$ cat config.mk
export PLATFORM = sky130hd
export DESIGN_NAME = digit_row_fetch_ctrl
export DESIGN_NICKNAME = d
export VERILOG_FILES = /design/src/rtl/digit_row_fetch_ctrl.sv
export SDC_FILE = /design/constraint.sdc
export NUM_CORES = 1
export LEC_CHECK = 0
export CORE_ASPECT_RATIO = 0.6
export CORE_MARGIN = 5
export CORE_UTILIZATION = 45
export CTS_CLUSTER_DIAMETER = 80
export DETAILED_ROUTE_END_ITERATION = 8
export HOLD_SLACK_MARGIN = 0.03
export PLACE_DENSITY = 0.68
export SETUP_SLACK_MARGIN = 0.5
export SYNTH_ARGS = -nofsm -noshare
export SYNTH_HDL_FRONTEND = slang
export SYNTH_SLANG_ARGS = --single-unit
export TNS_END_PERCENT = 30
$ cat constraint.sdc
create_clock -name clk -period 1.7 [get_ports clk]
set_input_delay 0.425 -clock clk [delete_from_list [all_inputs] [get_ports clk]]
set_output_delay 0.425 -clock clk [all_outputs]
set_load 0.02 [all_outputs]
$ cat src/rtl/digit_row_fetch_ctrl.sv
// Shared glyph-ROM scheduler for a NUM_DIGITS on-screen readout: fetches one glyph row
// per digit during hblank into a line buffer, then serialises it per pixel in active video.
module digit_row_fetch_ctrl #(
    parameter int NUM_DIGITS = 9,
    parameter int X0         = 16,
    parameter int Y0         = 16
) (
    input  logic                    clk,
    input  logic                    rst_n,
    input  logic                    line_start,
    input  logic [9:0]              next_y,
    input  logic [4*NUM_DIGITS-1:0] digits_bcd,
    output logic                    rom_req,
    output logic [3:0]              rom_digit,
    output logic [3:0]              rom_row,
    input  logic [15:0]             rom_data,
    input  logic [9:0]              pix_x,
    input  logic                    pix_active,
    output logic                    pixel_on,
    output logic                    line_valid,
    output logic                    busy,
    output logic                    overrun
);

    localparam int SLOT_W = (NUM_DIGITS > 1) ? $clog2(NUM_DIGITS) : 1;
    localparam int DW     = 4 * NUM_DIGITS;
    localparam logic [9:0] Y_LO = 10'(Y0);
    localparam logic [9:0] Y_HI = 10'(Y0 + 15);
    localparam logic [9:0] X_LO = 10'(X0);
    localparam logic [9:0] X_HI = 10'(X0 + 16 * NUM_DIGITS);
    localparam logic [SLOT_W-1:0] LAST_SLOT = SLOT_W'(NUM_DIGITS - 1);

    typedef enum logic [1:0] {IDLE, FETCH, DRAIN, READY} state_t;

    state_t              state;
    logic [DW-1:0]       snap;
    logic [SLOT_W-1:0]   slot;
    logic                cap_en;
    logic [SLOT_W-1:0]   cap_slot;
    logic                cap_blank;
    logic [15:0]         line_buf [NUM_DIGITS];

    logic                in_band_y;
    logic                in_band_x;
    logic [SLOT_W-1:0]   col_slot;
    logic [3:0]          col_bit;
    logic                lit;

    always_comb begin
        in_band_y = (next_y >= Y_LO) && (next_y <= Y_HI);
        in_band_x = (pix_x >= X_LO) && (pix_x < X_HI);
        col_slot  = SLOT_W'((pix_x - X_LO) >> 4);
        col_bit   = ~4'(pix_x - X_LO);
        lit       = 1'b0;
        if (in_band_x) lit = line_buf[col_slot][col_bit];
    end

    // Snapshot is consumed by shifting: the top nibble is always the next slot to issue.
    // cap_* trail rom_req by one cycle so the capture lines up with rom_data.
    always_ff @(posedge clk or negedge rst_n) begin
        if (!rst_n) begin
            state      <= IDLE;
            snap       <= '0;
            slot       <= '0;
            cap_en     <= 1'b0;
            cap_slot   <= '0;
            cap_blank  <= 1'b0;
            rom_req    <= 1'b0;
            rom_digit  <= '0;
            rom_row    <= '0;
            line_valid <= 1'b0;
            busy       <= 1'b0;
            overrun    <= 1'b0;
            for (int unsigned i = 0; i < NUM_DIGITS; i++) line_buf[i] <= '0;
        end else begin
            cap_en    <= rom_req;
            cap_slot  <= slot;
            cap_blank <= (rom_digit > 4'd9);
            if (cap_en) line_buf[cap_slot] <= cap_blank ? '0 : rom_data;

            if (line_start) begin
                if (busy) overrun <= 1'b1;
                line_valid <= 1'b0;
                cap_en     <= 1'b0;
                if (in_band_y) begin
                    state     <= FETCH;
                    busy      <= 1'b1;
                    slot      <= '0;
                    rom_req   <= 1'b1;
                    rom_digit <= digits_bcd[DW-1 -: 4];
                    rom_row   <= 4'(next_y - Y_LO);
                    snap      <= digits_bcd << 4;
                end else begin
                    state     <= IDLE;
                    busy      <= 1'b0;
                    rom_req   <= 1'b0;
                end
            end else begin
                case (state)
                    FETCH: begin
                        if (slot == LAST_SLOT) begin
                            state   <= DRAIN;
                            rom_req <= 1'b0;
                        end else begin
                            slot      <= slot + 1'b1;
                            rom_digit <= snap[DW-1 -: 4];
                            snap      <= snap << 4;
                        end
                    end
                    DRAIN: begin
                        state      <= READY;
                        busy       <= 1'b0;
                        line_valid <= 1'b1;
                    end
                    default: ;
                endcase
            end
        end
    end

    always_ff @(posedge clk or negedge rst_n) begin
        if (!rst_n) pixel_on <= 1'b0;
        else        pixel_on <= line_valid & pix_active & lit;
    end

endmodule

After elaboration in Yosys (flattened, before gate mapping). Index checks and enable logic that the tools add are counted.

$add $sub $neg: 3. Order comparisons: 9. Equal/unequal tests: 6. Mux-type cells: 35. Bitwise gates (word level): 5. Reduce and logical (&&, ||, !) cells: 12.

Operators with widths (number): $bwmux 144 (1); $mux 36 (4); $bmux 16 s4 (1); $demux 16 s4 (1); $mux 16 (4); $mux 4 (8); $ge 10x5->1 const B (2); $mux 1 (12); $ge 5x5->1 const B (2); $le 10x5->1 const B (1); $lt 10x8->1 const B (1); $not 4->5 (2); $reduce_and 2->1 (4); $sub 8x5->8 const B (1); $reduce_bool 2->1 (3); $lt 4x5->1 const B (1); $lt 5x1->1 const B (1); $add 4x1->4 const B (1); $bmux 1 s4 (1); $eq 4x4->1 const B (1); $gt 4x4->1 const B (1); $mux 2 (2); $not 4->4 (1); $pmux 2 s2 (1); 10 further kinds (13).

Bits in registers: 205. Bits of input ports: 76. Output and inout port bits: 13.

Logic depth before layout (Yosys ltp). Gate-level depths: netlist (run 1).

Depth in word-level cells: 9. Depth in mapped cells: 15. Depth with buffers taken out: 8.

Worst setup path after synthesis (run 1). Ideal clock, no wire load.

Path type: input to register. Start: input port pix_x[4]. End: register pixel_on. Arrival: 3.025 ns. Slack: -1.454 ns. Cell stages on the path: 14. Buffers on the path: 6. Cells stage by stage: buf_2 buf_4 buf_6 buf_4 inv_1 ha_1 buf_2 clkbuf_1 mux4_2 mux2_2 a221oi_1 nor3_1 o2111ai_1 a31oi_1.

Cells in the longest elaborated chain, start to end: 9. Elaborated cells between the ends (all ways): 12. Those cells by class: 1 x add/sub; 2 x order compare; 6 x mux; 2 x bitwise; 1 x reduce/logical.

Ends and longest elaborated chain: start, declared (line 17) `input logic [9:0] pix_x,`; $sub 8x5->8; $not 4->5 (implied by the code) (line 55) `if (in_band_x) lit = line_buf[col_slot][col_bit];`; $bmux 16 s4 (line 55); $mux 16 (implied by the code) (2 in series) (line 55); $bmux 1 s4 (line 55); $mux 1 (implied by the code) (line 55); $mux 1 * (line 55); $and 1x1->1 * (line 123) `else pixel_on <= line_valid & pix_active & lit;`; end signal, assigned (line 123); end, declared (line 19) `output logic pixel_on,`.

Every way passes the cells marked *; elsewhere a longest branch is shown, timed or not. The select of a mux whose other input is x is not followed. A chain may end at the register's enable or synchronous reset.

Worst setup path after layout (run 1).
Start: input port pix_x[7]. End: register pixel_on.

The elaborated chain is that of the path after synthesis.

==> results.md, run 1 <==
- ANT cells: 0
- Area Overhead vs Synth: 55.59%
- Total CTS buffers: 20
- Least-Margin Pin Slew: 0.5313 ns
- Peak supply drop: 0.0006800 V
- Switching power: 0.004248 W
- Number of synthesized flops with an enable pin: 0
- Net Count, Synth: 977
- Switching share of power: 29.53%
- Mean Syn Cell Area: 10.02 sq um
- PwrDens: 1028 nW/um^2
- Min cycle time layout: 2.015 ns
- Final Cycle Share: 118.5%
- WL per Instance: 23.68 microns
- Die Span Y: 119.5 microns
- Clock latency on the worst-skew pair: 0.51 ns
- Top_reg_cell synth: dfrtp_1
- Die width: 192.5 microns
- Kind of critical path: in -> reg
- Detailed Routing Iterations Pass 1: 7
- Synth top area cells: dfrtp_1 (56%), o21ai_0 (8.5%), nand2_1 (7.3%)
- RD Place Congestion: 0.9138
- Final WL: 32.35 mm
- Seq pwr share: 43.0%
- P_leak: 5.753 nW
- I/O Pins: 89
- Via Count: 8218
- Startpoint Class: input pin
- Area occupied by multi-input gates: 5249 sq um
- Number of fill cells in the layout: 1317
- Synthesized flop and latch total: 201
- Utilization after layout: 70.57%
- Routed Antenna Nets: 0
- Clock slew seen by the registers of the worst setup and hold paths: 0.07 ns
- Crit path arrival time: 2.40 ns
- Yosys warning total: 0
- Final Setup Violations: 40
- Worst Setup SP: pix_x[7]
- Worst-case reg-to-reg path depth: 5
- Failing checks: negative setup slack
- Final hold vios: 0
- Library cells used by synthesis: 53
- Yosys top cell area share: 55.95%
- Post-synthesis cell area: 8990 sq um
- Row cnt: 40
- Worst Hold Class: reg -> reg
- DPL Wire Length: 16.49 mm
- Residual DRC: 0
- Internal power consumption: 0.01014 W
- IO buf count: 88
- RR Endpoint: pixel_on
- Final setup TNS: -4.090 ns
- Reg-to-reg startpoint: line_buf[121]
- Total track usage: 25.75%
- Max-slew violations: 0
- Nature of the critical path endpoint: flop
- Vias in the first global route: 8091
- Critical Path RT: 2.09 ns
- CP max FO: 7
- RSZ-0062 raised after global routing: yes
- CTS tree: yes
- R2R setup slack: -0.29 ns
- Largest net degree at the start of global routing: 46
- Starting Density: 45.36%
- Drt initial violations: 837
- Relative slew margins: 64.51%
- Total core area: 19820 sq um
- Hold Path Origin: slot[3]
- Post-synth ARST share: 100.0%
- Maximum buffer depth of the clock tree: 3
- Final setup margin: -0.3147 ns
- Sequential Area: 5032 sq um
- Nets@finish: 1159
- H-tree depth: 1
- Hold path endpoint: cap_slot[3]
- Clock tree sinks: 201
- Worst hold stages: 0
- Vias/cell: 6.016
- Clock skew: 0.01624 ns
- Post-Syn Instances: 897
- Die Area: 23000 sq um
- Highest clock rate: 496.3 MHz
- Max-Cap Viols: 0
- Seq/Total Area, Yosys: 55.95%
- Finished Layout Cells: 1366
- Root buf cell: clkbuf_16
- Ratio of cells with drive above 1 in the final layout: 48.67%
- Clock power share: 34.4%
- Synth area leader: dfrtp_1
- Initial antenna violation count: 1
- Logic pwr share: 22.6%
- Global-route wire length before repair: 46.53 mm
- Placed cell count: 1274
- Gr ovfl total: 0
- Status: finished with violations
-- layer usage --
metal / share of wire (%) / track usage (%)
met3: 8.4 / 6.854
met1: 43 / 38.02
met4: 3.6 / 5.432
met5: 0 / 0
met2: 45 / 38.49
-- synth_stat cells, drive strengths merged (4+ instances only) --
master  number
inv          8
a221o        5
nor3        67
nand3        7
nor2b        5
clkbuf      53
a221oi       5
nand2      175
nor2        79
a31oi        4
ha           4
o21ai      153
mux2i        9
and3         4
nand2b      21
nand3b       6
buf         11
mux2         7
dfrtp      201
a21oi        6
a22o         4
mux4        27
-- metrics by stage --
step / power [W] / hold slack (ns) / area, sq um / setup slack (ns)
final: 0.01439 / 0.4408 / 13990 / -0.3147
after global routing: 0.01486 / 0.4457 / 13990 / -0.4157
after CTS: 0.01369 / 0.4298 / 12910 / -0.3044
after detailed placement: 0.007949 / 0.4154 / 10720 / -1.182
after global placement: 0.007887 / 0.3981 / 10720 / -1.107
after floorplan: 0.007007 / 0.1294 / 9169 / -0.9697
-- placed cells by master (no fill, tap or decap), types with 6 or more instances in the layout --
cell,n
o21ai_0,19
buf_6,36
mux2i_1,9
clkbuf_16,26
dfrtp_1,199
o21ai_1,66
nand2_2,58
nand3b_1,6
buf_16,12
buf_4,72
nor2_4,14
nand2_1,46
nand2_4,71
nand2b_1,6
o21ai_2,68
mux2_2,6
clkbuf_8,6
nor2_1,58
buf_12,21
nand2b_2,15
nor3_4,8
nor3_2,43
nor3_1,16
mux4_2,24
clkdlybuf4s50_1,70
nor2_2,7
-- critical path, stage by stage --
cell and delay (ns):
clkdlybuf4s50_1 0.46, or4_1 0.53, and2_4 0.25, a221oi_2 0.31, o32ai_2 0.16, o2111ai_2 0.20, a31oi_1 0.07
-- power by group through the flow --
| stage | logic (W) | registers [W] | clock network, W |
|---|---|---|---|
| floorplan | 0.00115 | 0.00586 | 0 |
| global placement | 0.00194 | 0.00595 | 0 |
| detailed placement | 0.00200 | 0.00595 | 0 |
| CTS | 0.00275 | 0.00604 | 0.00490 |
| global route | 0.00348 | 0.00624 | 0.00514 |
| finish | 0.00326 | 0.00618 | 0.00494 |
-- worst max-delay path by stage --
stage,slack (ns),cells past startpoint,endpoint
finish,-0.31,7,pixel_on
global route,-0.42,7,pixel_on
CTS,-0.30,5,pixel_on
detailed placement,-1.18,10,pixel_on
global placement,-1.11,10,pixel_on
floorplan,-0.97,14,pixel_on
-- registers in the layout, summed over array words and instances (netlist names), 2 cells and up --
register / count
rom_digit: 4
cap_slot: 4
state: 2
rom_row: 4
slot: 4
line_buf: 144
snap: 32
-- cell type report --
type                       instances  area share (%)
clock buffer                      29           4.330
clock inverter                     7          0.7872
inverter                           8          0.2505
multi-input combinational        624           37.53
sequential                       201           35.98
tap                              273           2.442
timing repair buffer             224           18.69
-- cells by family after synthesis --
group / Yosys count / share of synthesized area [%]
muxes: 43 / 8.768
buffers and inverters: 72 / 3.382
and+or+nand+nor: 377 / 18.37
DFF: 201 / 55.95
xor gates and xnor gates: 3 / 0.5011
adders and majority gates: 4 / 0.5567
AOI/OAI and AO/OA: 197 / 12.47
-- timing repair --
item                                    in CTS  in global routing
pin swaps                                  122                112
hold endpoints to repair                    38                  0
hold buffers                                 1                  0
endpoints found under the setup margin     206                207
resized for setup                          455                248
gates cloned                                12                  4
setup buffers                               23                 16
No activity file was read; power rests on OpenSTA's default activity.
==> run 2, diff against run 1 <==
--- a/config.mk
+++ b/config.mk
@@ -11,8 +11,9 @@
 export CTS_CLUSTER_DIAMETER = 80
 export DETAILED_ROUTE_END_ITERATION = 8
 export HOLD_SLACK_MARGIN = 0.03
-export PLACE_DENSITY = 0.68
+export PLACE_DENSITY = 0.65
 export SETUP_SLACK_MARGIN = 0.5
+export SKIP_CTS_REPAIR_TIMING = 1
 export SYNTH_ARGS = -nofsm -noshare
 export SYNTH_HDL_FRONTEND = slang
 export SYNTH_SLANG_ARGS = --single-unit
==> constraint.sdc (replaced) <==
create_clock -name clk -period 2.3 [get_ports clk]
set_input_delay 0.575 -clock clk [delete_from_list [all_inputs] [get_ports clk]]
set_output_delay 0.575 -clock clk [all_outputs]
set_load 0.02 [all_outputs]
==> results.md, run 2 (same netlist as run 1, synthesis figures left out) <==
- Row cnt: 40 (unchanged)
- Final setup TNS: 0 ns (+4.090 ns)
- Crit path arrival time: 2.49 ns (+0.09 ns)
- Nature of the critical path endpoint: flop
- Largest net degree at the start of global routing: 56 (+22%)
- Via Count: 7003 (-15%)
- Utilization after layout: 57.60% (-13 points)
- H-tree depth: 1 (unchanged)
- Root buf cell: clkbuf_16
- Sequential Area: 5030 sq um (about the same)
- Buffer and inverter count on the worst path: 2 (+1)
- Die Span Y: 119.5 microns (unchanged)
- RD Place Congestion: 0.9080 (-0.63%)
- Worst Hold Class: in -> async
- Kind of critical path: in -> reg
- Clock slew seen by the registers of the worst setup and hold paths: 0.07 ns (about the same)
- CP Cell Sequence: clkdlybuf4s50_1 > or4_1 > and2_4 > buf_4 > nand2b_1 > o22ai_1 > o211ai_1 > a31oi_1
- Area Overhead vs Synth: 26.99%
- Gr ovfl total: 0 (unchanged)
- Least-Margin Pin Slew: 0.5273 ns (-0.004009 ns)
- CTS tree: yes
- Largest regs: line_buf x144, snap x32
- ANT cells: 0 (unchanged)
- Post-DP Area: 10500 sq um (-2.1%)
- CP max FO: 6 (-1)
- Startpoint Class: input pin
- Largest register by flop count: line_buf
- Clock latency on the worst-skew pair: 0.49 ns (-0.02 ns)
- Routed Antenna Nets: 0 (unchanged)
- Initial antenna violation count: 0 (-1)
- Vias in the first global route: 6932 (-14%)
- PwrDens: 795.6 nW/um^2 (-23%)
- Final WL: 24.21 mm (-25%)
- IO buf count: 88 (unchanged)
- Switching share of power: 26.79% (-2.7 points)
- Number of fill cells in the layout: 1744 (+32%)
- Highest clock rate: 470.8 MHz
- Switching power: 0.002433 W (-43%)
- Relative slew margins: 64.77% (+0.26 points)
- Internal power consumption: 0.006650 W (-34%)
- Status: finished, final reports clean
- Post-route cell area: 11420 sq um (-18%)
- Worst path max stage delay: 0.53 ns (about the same)
- Logic pwr share: 16.1% (-6.5 points)
- Clock skew: 0.009152 ns (-0.007085 ns)
- CP delay by family, top: simple AND/OR/NAND/NOR gates
- Slowest CP cell: or4_1
- DPL Wire Length: 15.91 mm (-3.5%)
- Vias/cell: 5.412 (-10%)
- Total CTS buffers: 20 (unchanged)
- Nets@finish: 1087 (-6.2%)
- Area occupied by multi-input gates: 3814 sq um (-27%)
- I/O Pins: 89 (unchanged)
- Total core area: 19820 sq um (unchanged)
- Final Cycle Share: 92.35%
- Final hold vios: 0 (unchanged)
- Ratio of cells with drive above 1 in the final layout: 14.89% (-34 points)
- Largest register FFs: 144 (unchanged)
- Clock tree sinks: 201 (unchanged)
- Maximum buffer depth of the clock tree: 3 (unchanged)
- Residual DRC: 0 (unchanged)
- Die Area: 23000 sq um (unchanged)
- Final Setup Violations: 0 (-100%)
- Critical Path RT: 2.67 ns (+0.58 ns)
- Min cycle time layout: 2.124 ns
- Clock power share: 35.7% (+1.3 points)
- Starting Density: 45.36% (unchanged)
- Die width: 192.5 microns (unchanged)
- RSZ-0062 raised after global routing: yes
- Total track usage: 21.04% (-4.7 points)
- Commonest non-fill, non-tap cell in the layout: dfrtp_1
- WL per Instance: 18.71 microns (-21%)
- Detailed Routing Iterations Pass 1: 5 (-2)
- P_leak: 5.110 nW (-11%)
- Drt initial violations: 583 (-30%)
- Max-slew violations: 0 (unchanged)
- Most frequent cells in the layout: dfrtp_1 (201), nand2_1 (175), o21ai_0 (152)
- Peak supply drop: 0.0005132 V (-25%)
- Seq pwr share: 48.2% (+5.2 points)
- Max-Cap Viols: 0 (unchanged)
- Global-route wire length before repair: 38.58 mm (-17%)
==> run 2: layer usage <==
metal	global-route usage [%]	up-vias	part of all wire (%)
met5	0	-	0
met4	4.052	0	1.9
met3	4.511	39	6.4
met2	28.84	195	41
met1	34.22	3434	51
li1	-	3335	-
==> run 2: worst paths after layout <==
check	startpoint	endpoint	slack, ns	cells past startpoint
max in group asynchronous	rst_n	line_buf[80]	1.64	2
min reg2reg	slot[3]	cap_slot[3]	0.42	0
max reg2reg	line_buf[139]	pixel_on	0.33	6
min	rst_n	snap[26]	0.03	1
max	pix_x[7]	pixel_on	0.18	8
min in group clk	slot[3]	cap_slot[3]	0.42	0
==> run 2: layout make-up <==
cell class	count	area share, %
clock buffers	32	5.228
clock inverters	4	0.4165
inverters	8	0.3069
multi-input cells	624	33.41
flip-flops and latches	201	44.06
well taps	273	2.992
repair buffers	152	13.59
==> run 2: per-stage QoR <==
stage	instances	hold slack [ns]	power [W]	worst slack, ns
6_report	1294	0.02540	0.009083	0.1760
5_1_grt	1294	0.04218	0.009533	0.1068
4_1_cts	1285	0.02312	0.009063	-0.3774
3_5_place_dp	1249	0.4058	0.005781	-0.8620
3_3_place_gp	1249	0.4059	0.005742	-0.7699
2_1_floorplan	897	0.2794	0.005147	-0.5197
==> run 2: power groups by stage <==
stage	logic [W]	clock network, W	registers (W)
2_1_floorplan	0.000819	0	0.00433
3_3_place_gp	0.00132	0	0.00442
3_5_place_dp	0.00136	0	0.00442
4_1_cts	0.00136	0.00333	0.00437
5_1_grt	0.00162	0.00348	0.00444
6_report	0.00146	0.00325	0.00438
